File: config.mk
export PLATFORM = sky130hd
export DESIGN_NAME = wishbone_arbiter_flat
export DESIGN_NICKNAME = d
export VERILOG_FILES = /design/src/rtl/wishbone_arbiter_if.sv /design/src/rtl/wishbone_arbiter.sv /design/src/flat_wrapper.sv
export SDC_FILE = /design/constraint.sdc
export NUM_CORES = 1
export LEC_CHECK = 0
export ABC_AREA = 1
export BUFFER_PORTS_ARGS = -buffer_cell sky130_fd_sc_hd__buf_4
export CAP_MARGIN = 10
export CORE_AREA = 10 10 116 118
export CTS_CLUSTER_SIZE = 25
export DETAILED_ROUTE_END_ITERATION = 10
export DIE_AREA = 0 0 126 128
export HOLD_SLACK_MARGIN = 0.15
export PLACE_DENSITY = 0.64
export SYNTH_ARGS = -nofsm -noshare
export SYNTH_HDL_FRONTEND = slang
export SYNTH_SLANG_ARGS = --single-unit
File: constraint.sdc
create_clock -name clk -period 1.4 [get_ports clk]
set_input_delay 0.21 -clock clk [delete_from_list [all_inputs] [get_ports clk]]
set_output_delay 0.21 -clock clk [all_outputs]
set_load 0.05 [all_outputs]
File: src/rtl/wishbone_arbiter_if.sv
// Shared downstream Wishbone bus between the arbiter (master side) and the interconnect (slave side).
interface wishbone_interface;
  logic        cyc;
  logic        stb;
  logic        we;
  logic [31:0] adr;
  logic [3:0]  sel;
  logic [31:0] dat_mosi;
  logic [31:0] dat_miso;
  logic        ack;
  logic        err;

  modport master (output cyc, stb, we, adr, sel, dat_mosi, input dat_miso, ack, err);
  modport slave  (input cyc, stb, we, adr, sel, dat_mosi, output dat_miso, ack, err);
endinterface

File: src/rtl/wishbone_arbiter.sv
// Round-robin arbiter sharing one Wishbone slave port between NUM_MASTERS masters,
// holding the grant for a whole cyc and aborting stalled strobes with err.
module wishbone_arbiter #(
  parameter int unsigned NUM_MASTERS = 2,
  parameter int unsigned TIMEOUT     = 255
) (
  input  logic                       clk,
  input  logic                       rst,
  input  logic [NUM_MASTERS-1:0]     m_cyc,
  input  logic [NUM_MASTERS-1:0]     m_stb,
  input  logic [NUM_MASTERS-1:0]     m_we,
  input  logic [32*NUM_MASTERS-1:0]  m_adr,
  input  logic [4*NUM_MASTERS-1:0]   m_sel,
  input  logic [32*NUM_MASTERS-1:0]  m_dat_mosi,
  output logic [32*NUM_MASTERS-1:0]  m_dat_miso,
  output logic [NUM_MASTERS-1:0]     m_ack,
  output logic [NUM_MASTERS-1:0]     m_err,
  output logic [NUM_MASTERS-1:0]     grant,
  wishbone_interface.master          wishbone
);

  localparam int unsigned PTR_W  = (NUM_MASTERS > 1) ? $clog2(NUM_MASTERS) : 1;
  localparam int unsigned TO_W   = $clog2(TIMEOUT + 1);
  localparam int unsigned WD_W   = (TO_W > 8) ? TO_W : 8;

  typedef enum logic [1:0] {IDLE, BUSY, ABORT} state_t;

  state_t                 state, state_n;
  logic [NUM_MASTERS-1:0] grant_n;
  logic [PTR_W-1:0]       rr_ptr, rr_ptr_n;
  logic [WD_W-1:0]        wd_cnt, wd_n;
  logic [PTR_W-1:0]       owner;
  logic [PTR_W-1:0]       pick;
  logic [PTR_W-1:0]       cand;
  logic                   pick_valid;

  // Index of the current one-hot owner.
  always_comb begin
    owner = '0;
    for (int unsigned i = 0; i < NUM_MASTERS; i++) begin
      if (grant[i]) owner = PTR_W'(i);
    end
  end

  // First requesting master searching upward from rr_ptr with wrap-around.
  always_comb begin
    pick       = '0;
    pick_valid = 1'b0;
    cand       = '0;
    for (int unsigned i = 0; i < NUM_MASTERS; i++) begin
      cand = PTR_W'((32'(rr_ptr) + i) % NUM_MASTERS);
      if (!pick_valid && m_cyc[cand]) begin
        pick       = cand;
        pick_valid = 1'b1;
      end
    end
  end

  always_ff @(posedge clk or negedge rst) begin
    if (!rst) begin
      state  <= IDLE;
      grant  <= '0;
      rr_ptr <= '0;
      wd_cnt <= '0;
    end else begin
      state  <= state_n;
      grant  <= grant_n;
      rr_ptr <= rr_ptr_n;
      wd_cnt <= wd_n;
    end
  end

  // Next state and combinational routing between the owner and the shared bus.
  always_comb begin
    state_n           = state;
    grant_n           = grant;
    rr_ptr_n          = rr_ptr;
    wd_n              = wd_cnt;
    wishbone.cyc      = 1'b0;
    wishbone.stb      = 1'b0;
    wishbone.we       = 1'b0;
    wishbone.adr      = '0;
    wishbone.sel      = '0;
    wishbone.dat_mosi = '0;
    m_ack             = '0;
    m_err             = '0;
    m_dat_miso        = '0;

    unique case (state)
      IDLE: begin
        wd_n = '0;
        if (pick_valid) begin
          grant_n = NUM_MASTERS'(1) << pick;
          state_n = BUSY;
        end
      end

      BUSY: begin
        m_ack[owner]                 = wishbone.ack;
        m_err[owner]                 = wishbone.err;
        m_dat_miso[32*owner +: 32]   = wishbone.dat_miso;
        if (!m_cyc[owner]) begin
          // Release: one dead cycle before the next owner is chosen.
          grant_n  = '0;
          rr_ptr_n = PTR_W'((32'(owner) + 1) % NUM_MASTERS);
          wd_n     = '0;
          state_n  = IDLE;
        end else begin
          wishbone.cyc      = 1'b1;
          wishbone.stb      = m_stb[owner];
          wishbone.we       = m_we[owner];
          wishbone.adr      = m_adr[32*owner +: 32];
          wishbone.sel      = m_sel[4*owner +: 4];
          wishbone.dat_mosi = m_dat_mosi[32*owner +: 32];
          if (m_stb[owner] && !wishbone.ack && !wishbone.err) begin
            if (TIMEOUT != 0 && wd_cnt == WD_W'(TIMEOUT - 1)) begin
              wd_n    = '0;
              state_n = ABORT;
            end else begin
              wd_n = wd_cnt + WD_W'(1);
            end
          end else begin
            wd_n = '0;
          end
        end
      end

      ABORT: begin
        m_err[owner] = 1'b1;
        wd_n         = '0;
        state_n      = BUSY;
      end

      default: state_n = IDLE;
    endcase
  end

endmodule

File: src/flat_wrapper.sv
// flat-port wrapper written by rule: the top's interface ports become plain ports
module wishbone_arbiter_flat 
#(
  parameter int unsigned NUM_MASTERS = 2,
  parameter int unsigned TIMEOUT     = 255
)
  (clk, rst, m_cyc, m_stb, m_we, m_adr, m_sel, m_dat_mosi, m_dat_miso, m_ack, m_err, grant, wishbone_cyc, wishbone_stb, wishbone_we, wishbone_adr, wishbone_sel, wishbone_dat_mosi, wishbone_dat_miso, wishbone_ack, wishbone_err);
  wishbone_interface wishbone_i ();
  input  logic clk;
  input  logic rst;
  input  logic [NUM_MASTERS-1:0] m_cyc;
  input  logic [NUM_MASTERS-1:0] m_stb;
  input  logic [NUM_MASTERS-1:0] m_we;
  input  logic [32*NUM_MASTERS-1:0] m_adr;
  input  logic [4*NUM_MASTERS-1:0] m_sel;
  input  logic [32*NUM_MASTERS-1:0] m_dat_mosi;
  output logic [32*NUM_MASTERS-1:0] m_dat_miso;
  output logic [NUM_MASTERS-1:0] m_ack;
  output logic [NUM_MASTERS-1:0] m_err;
  output logic [NUM_MASTERS-1:0] grant;
  output wire logic [$bits(wishbone_i.cyc)-1:0] wishbone_cyc;
  output wire logic [$bits(wishbone_i.stb)-1:0] wishbone_stb;
  output wire logic [$bits(wishbone_i.we)-1:0] wishbone_we;
  output wire logic [$bits(wishbone_i.adr)-1:0] wishbone_adr;
  output wire logic [$bits(wishbone_i.sel)-1:0] wishbone_sel;
  output wire logic [$bits(wishbone_i.dat_mosi)-1:0] wishbone_dat_mosi;
  input wire logic [$bits(wishbone_i.dat_miso)-1:0] wishbone_dat_miso;
  input wire logic [$bits(wishbone_i.ack)-1:0] wishbone_ack;
  input wire logic [$bits(wishbone_i.err)-1:0] wishbone_err;
  assign wishbone_cyc = wishbone_i.cyc;
  assign wishbone_stb = wishbone_i.stb;
  assign wishbone_we = wishbone_i.we;
  assign wishbone_adr = wishbone_i.adr;
  assign wishbone_sel = wishbone_i.sel;
  assign wishbone_dat_mosi = wishbone_i.dat_mosi;
  assign wishbone_i.dat_miso = wishbone_dat_miso;
  assign wishbone_i.ack = wishbone_ack;
  assign wishbone_i.err = wishbone_err;
  wishbone_arbiter #(.NUM_MASTERS(NUM_MASTERS), .TIMEOUT(TIMEOUT)) u_core (.clk(clk), .rst(rst), .m_cyc(m_cyc), .m_stb(m_stb), .m_we(m_we), .m_adr(m_adr), .m_sel(m_sel), .m_dat_mosi(m_dat_mosi), .m_dat_miso(m_dat_miso), .m_ack(m_ack), .m_err(m_err), .grant(grant), .wishbone(wishbone_i));
endmodule
# --- After elaboration in Yosys (flattened, before gate mapping) ---
# Index checks and enable logic that the tools add are counted.
word_totals:
  register_bits: 13
  latch_bits: 0
  mem_bits_rw: 0
  rom_bits: 0
  output_inout_bits: 141
  elab_cells: 87
  mem_count: 0
op_classes:
  add_sub_neg: 4
  mul: 0
  div_mod_pow: 0
  n_lt_le_gt_ge: 4
  n_eq_ne: 7
  shift: 6
  n_mux: 44
  bitwise_logic: 4
  n_reduce_logical: 14
op_table:
  columns: ["cell", "count"]
  rows:
  - ["two-way mux 32 bit", 4]
  - ["indexed part select 64 x 7 -> 32 bit", 2]
  - ["AND 64 bit", 1]
  - ["two-way mux 64 bit", 1]
  - ["variable shift 32 x 34 -> 64 bit (first input constant)", 1]
  - ["indexed part select 32 x 34 -> 64 bit", 1]
  - ["negation 6 -> 34 bit", 1]
  - ["two-way mux 8 bit", 3]
  - ["two-way mux 1 bit", 22]
  - ["one-hot mux 8 bit (2 select lines)", 1]
  - ["two-way mux 2 bit", 7]
  - ["adder 8 x 1 -> 8 bit (second input constant)", 1]
  - ["equality test 8 bit (second input constant)", 1]
  - ["two-way mux 4 bit", 2]
  - ["one-hot mux 2 bit (2 select lines)", 2]
  - ["indexed part select 8 x 4 -> 4 bit", 1]
  - ["< comparator 1 x 2 -> 1 bit (second input constant)", 3]
  - ["inequality test 3 bit (second input constant)", 2]
  - ["one-hot mux 2 bit (3 select lines)", 1]
  - ["AND reduction 3 bit", 2]
  - ["AND 2 bit", 2]
  - ["logical AND 1 bit", 4]
  - ["nonzero test 2 bit", 2]
  - ["zero test 1 bit", 3]
  - ["12 further kinds", 13]

# --- Longest topological paths before layout ---
depth:
  depth_word: 9
  ltp_mapped: 9
  depth_no_buf: 9

# --- Worst setup path after synthesis ---
# No wires, ideal clock.
synth_timing:
  kind: "flip-flop to output port"
  startpoint: "register u_core.state[1]"
  endpoint: "output port wishbone_dat_mosi[22]"
  t_arrival_ns: 2.171
  slack_ns: -0.981
  path_stages_with_launch: 8
  path_buffers: 1
  cell_sequence: "dfrtp_1 > inv_1 > ha_1 > inv_1 > nor2_4 > inv_2 > buf_2 > a21oi_1"
synth_via:
  elab_chain_len: 2
synth_lines:
  columns: ["item", "line_no", "source"]
  rows:
  - ["start, declared", "wishbone_arbiter.sv:28", "state_t state, state_n;"]
  - ["start signal, assigned", "wishbone_arbiter.sv:66", "state <= state_n;"]
  - ["equality test 2 x 1 -> 1 bit", "wishbone_arbiter.sv:89", "unique case (state)"]
  - ["two-way mux 32 bit", "wishbone_arbiter.sv:89", null]
  - ["end, declared", "flat_wrapper.sv:26", "output wire logic [$bits(wishbone_i.dat_mosi)-1:0] wishbone_dat_mosi;"]
# Every way passes these cells.

# --- Final worst setup path ---
layout_timing:
  startpoint: "register u_core.state[1]"
  endpoint: "output port wishbone_sel[1]"
layout_via:
  elab_chain_len: 2
layout_lines:
  columns: ["item", "line_no", "source"]
  rows:
  - ["equality test 2 x 1 -> 1 bit", "wishbone_arbiter.sv:89", null]
  - ["two-way mux 4 bit", "wishbone_arbiter.sv:89", null]
  - ["end, declared", "flat_wrapper.sv:25", "output wire logic [$bits(wishbone_i.sel)-1:0] wishbone_sel;"]
# Every way passes these cells.

==> results.toml <==
[detailed_routing]
drt_first_pass_iters = 5
detailed_router_s_first_iteration_violation_count = 159
detail_route.vias_per_cell = 4.70
remaining_drc_errors = 0
wl_met1_um = 6260
antenna_violating_nets_post_route = 0
met3_wirelength_um = 1770
route.detailed.wl_per_inst_um = 19.1
wirelength_um = 18100
maxUsedRoutingLayer = "met4"
num_vias = 4459
route.met2.wl_um = 9430

[synthesis]
post_synth_num_cell_types = 21
count_leader_synth = "sky130_fd_sc_hd__nand2_1"
synth_largest_type_area_fraction = 0.300
synth.net_count = 654
synth-async-reset-ratio = 1.00
syn_area_mm2 = 0.00228
synth.top_cells.by_area = "sky130_fd_sc_hd__nand2_1, sky130_fd_sc_hd__a21oi_1, sky130_fd_sc_hd__dfrtp_1, sky130_fd_sc_hd__nor2_1, sky130_fd_sc_hd__inv_1"
syn_inst = 470
ys.flop_type = "sky130_fd_sc_hd__dfrtp_1"
synth_warnings = 0
yosys_register_bits = 13
synth_edf_count = 0
synth_common_cells = "sky130_fd_sc_hd__nand2_1, sky130_fd_sc_hd__nor2_1, sky130_fd_sc_hd__a21oi_1, sky130_fd_sc_hd__inv_1, sky130_fd_sc_hd__clkbuf_1"
synth_seq_area_share = 0.143
yosysTopAreaCell = "sky130_fd_sc_hd__nand2_1"
post_synth.cell_area_avg_um2 = 4.85

[worst_setup_path]
worstRegToRegCells = 11
crit-reg2reg-capture = "u_core.wd_cnt[0]"
worstPathArrival_ns = 1.68
cp_data_required_time_ns = 1.19
setup.reg_to_reg.worst_slack_ns = -0.17
timing.setup.critical_path_class = "reg -> out"
setup.worst_path.end_class = "output port"
worst-path-max-fanout = 20
rr_startpoint = "u_core.state[0]"
critical_path.startpoint_type = "flop"

[sta]
finalSetupViolations = 152
fmax_mhz = 530
timing_hold_violations_final = 0
slew_viol_final = 0
setup_repair_after_global_routing_missed_its_margin = "true"
timing.final.ws_setup_ns = -0.487
timing.clock.skew_ns = 0.00146
layout_worst_path_cycle_share = 1.35
slew_headroom = 0.821
setup-tns-final_ns = -56.93
hold_slack_ns = 0.208
finalWorstPathRequiredPeriod_ns = 1.89
slew_at_the_pin_with_the_worst_max_slew_slack_ns = 0.268

[global_route]
grt.overflow.total = 0
grt_pass1_vias = 4496
grt_use_total = 0.194
grt_first_pass_wirelength_um = 25700
largest_net_degree_at_the_start_of_global_routing = 60
antenna_found_initial = 0

[placement]
hpwlAfterDp_um = 14600
place_worst_setup_slack_ns = -0.260
place.detailed.instances = 933
place.port_buffers = 318
placed_area_mm2 = 0.00578
weighted_congestion_reported_at_the_end_of_routability_driven_placement = 0.898

[power]
netSwitchingPower_mw = 7.46
power-per-cell-area_mw_per_mm2 = 1790
pwr-share-clk = 0.044
p_leak_nw = 3.37
internal-power_mw = 4.99
max-vdd-ir-drop_mv = 1.12
seq_power_share = 0.042
power.share.combinational = 0.915
sw_frac_of_total = 0.599

[status]
violated_checks = "negative setup slack"
status = "finished, violations left"

[die]
chipHeight_um = 128
fp.coreArea_mm2 = 0.0112
std_cell_rows = 39
initial_core_util = 0.203
top_ports = 319
area_enclosed_by_the_die_boundary_mm2 = 0.0161
fp.dieW_um = 126

[clocking]
clock_pin_slew_of_the_registers_on_the_worst_case_setup_and_hold_paths_ns = 0.05
tritoncts_num_sinks = 13
clk_latency_ns = 0.24
cts_tree = "yes"
cts-root-buf = "sky130_fd_sc_hd__clkbuf_16"
cts.path.max_buffers = 2
numCtsBuffers = 3
htree_levels = 1

[worst_hold_path]
worstHoldPathCells = 2
hold-path-endpoint = "u_core.rr_ptr"
hold_start = "m_cyc[0]"
hold_path_class = "in -> reg"

[cells_and_area]
num-fill-cells = 925
final-instance-count-excl-fill = 948
insertedDiodeCount = 0
final_area_mm2 = 0.00696
finalNetCount = 990
drive_above_1_share = 0.642
syn2layout_area_growth_pct = 205

[run]
timing.max_cap.violations = 0
## power by group through the flow
stage / Sequential [mW] / Combinational (mW) / Clock (mW)
2_1_floorplan: 0.542 / 6.47 / 0
3_3_place_gp: 0.509 / 9.46 / 0
3_5_place_dp: 0.514 / 9.54 / 0
4_1_cts: 0.512 / 10.8 / 0.544
5_1_grt: 0.531 / 11.9 / 0.569
6_report: 0.519 / 11.4 / 0.544
## worst max-delay path: stages, from the launching register on
cell and delay [ns]:
sky130_fd_sc_hd__dfrtp_1 0.39, sky130_fd_sc_hd__inv_2 0.08, sky130_fd_sc_hd__ha_4 0.16, sky130_fd_sc_hd__inv_4 0.04, sky130_fd_sc_hd__nor2_4 0.11, sky130_fd_sc_hd__inv_4 0.09
sky130_fd_sc_hd__buf_12 0.17, sky130_fd_sc_hd__a21oi_1 0.15, sky130_fd_sc_hd__buf_4 0.23
## flip-flops by register name (all words and copies together) (netlist names)
register,flops
u_core.grant,2
u_core.rr_ptr,1
u_core.state,2
u_core.wd_cnt,8
## what timing repair did
| action | 4_1_cts | 5_1_grt |
|---|---|---|
| pin swaps | 6 | 18 |
| cloned | 3 | 1 |
| hold buffers | 1 | 0 |
| resized for setup | 145 | 104 |
| buffers inserted | 3 | 3 |
| endpoints found under the setup margin | 151 | 152 |
| hold endpoints to repair | 13 | 0 |
## logic make-up after synthesis
| logic type | after synthesis | synth area share |
|---|---|---|
| XOR/XNOR | 3 | 0.0115 |
| AO/OA/AOI/OAI | 80 | 0.177 |
| buffers and inverters | 85 | 0.148 |
| AND/OR/NAND/NOR | 283 | 0.488 |
| adder cells (fa/ha/maj) | 6 | 0.0329 |
| flip-flops | 13 | 0.143 |
## final cells by class
cell class	instances	area [um^2]	share of cell area
clock buffer	3	75.1	0.0108
multi-input combinational	372	2570	0.370
clock inverter	1	5.00	0.000719
inverter	55	214	0.0307
sequential	13	328	0.0471
timing repair buffer	361	3590	0.515
tap	143	179	0.0257
## metal layers
layer | up-vias | track usage
li1 | 2108 | -
met1 | 2037 | 0.203
met2 | 275 | 0.357
met3 | 39 | 0.0670
met4 | 0 | 0.0583
met5 | - | 0
## cells in the final DEF (no fill, tap or decap), types with 2 or more instances in the layout
cell / count
sky130_fd_sc_hd__o21ai_0: 2
sky130_fd_sc_hd__inv_4: 3
sky130_fd_sc_hd__nor2_2: 2
sky130_fd_sc_hd__clkbuf_16: 4
sky130_fd_sc_hd__nand2_1: 172
sky130_fd_sc_hd__a21oi_1: 26
sky130_fd_sc_hd__dfrtp_2: 2
sky130_fd_sc_hd__nand4_1: 2
sky130_fd_sc_hd__a21oi_2: 30
sky130_fd_sc_hd__buf_8: 49
sky130_fd_sc_hd__nor2_1: 8
sky130_fd_sc_hd__inv_1: 47
sky130_fd_sc_hd__nand2_4: 3
sky130_fd_sc_hd__buf_6: 76
sky130_fd_sc_hd__buf_4: 220
sky130_fd_sc_hd__ha_2: 2
sky130_fd_sc_hd__dfrtp_1: 11
sky130_fd_sc_hd__ha_4: 2
sky130_fd_sc_hd__xor2_1: 2
sky130_fd_sc_hd__nand3_1: 10
sky130_fd_sc_hd__buf_16: 4
sky130_fd_sc_hd__inv_2: 5
sky130_fd_sc_hd__nand2_2: 8
sky130_fd_sc_hd__buf_12: 10
sky130_fd_sc_hd__a21oi_4: 17
sky130_fd_sc_hd__ha_1: 2
sky130_fd_sc_hd__o21ai_1: 2
sky130_fd_sc_hd__nor2_4: 74
sky130_fd_sc_hd__nand2_8: 2
## worst max-delay path by stage
stage / start / to / slack [ns] / depth (start not counted)
after floorplan: u_core.state[1] / wishbone_adr[10] / -0.85 / 7
after global placement: u_core.grant[1] / wishbone_adr[21] / -0.20 / 7
after detailed placement: u_core.grant[1] / wishbone_adr[3] / -0.26 / 4
after CTS: u_core.state[1] / wishbone_adr[30] / -0.47 / 8
after global routing: u_core.state[1] / m_err[0] / -0.55 / 9
final: u_core.state[1] / wishbone_sel[1] / -0.49 / 8
## through the flow
step | utilization | power [mW]
3_5_place_dp | 0.515 | 10.1
4_1_cts | 0.582 | 11.8
6_report | 0.621 | 12.5
3_3_place_gp | 0.515 | 9.97
5_1_grt | 0.621 | 13.0
2_1_floorplan | - | 7.01
(Power assumes the default switching activity.)
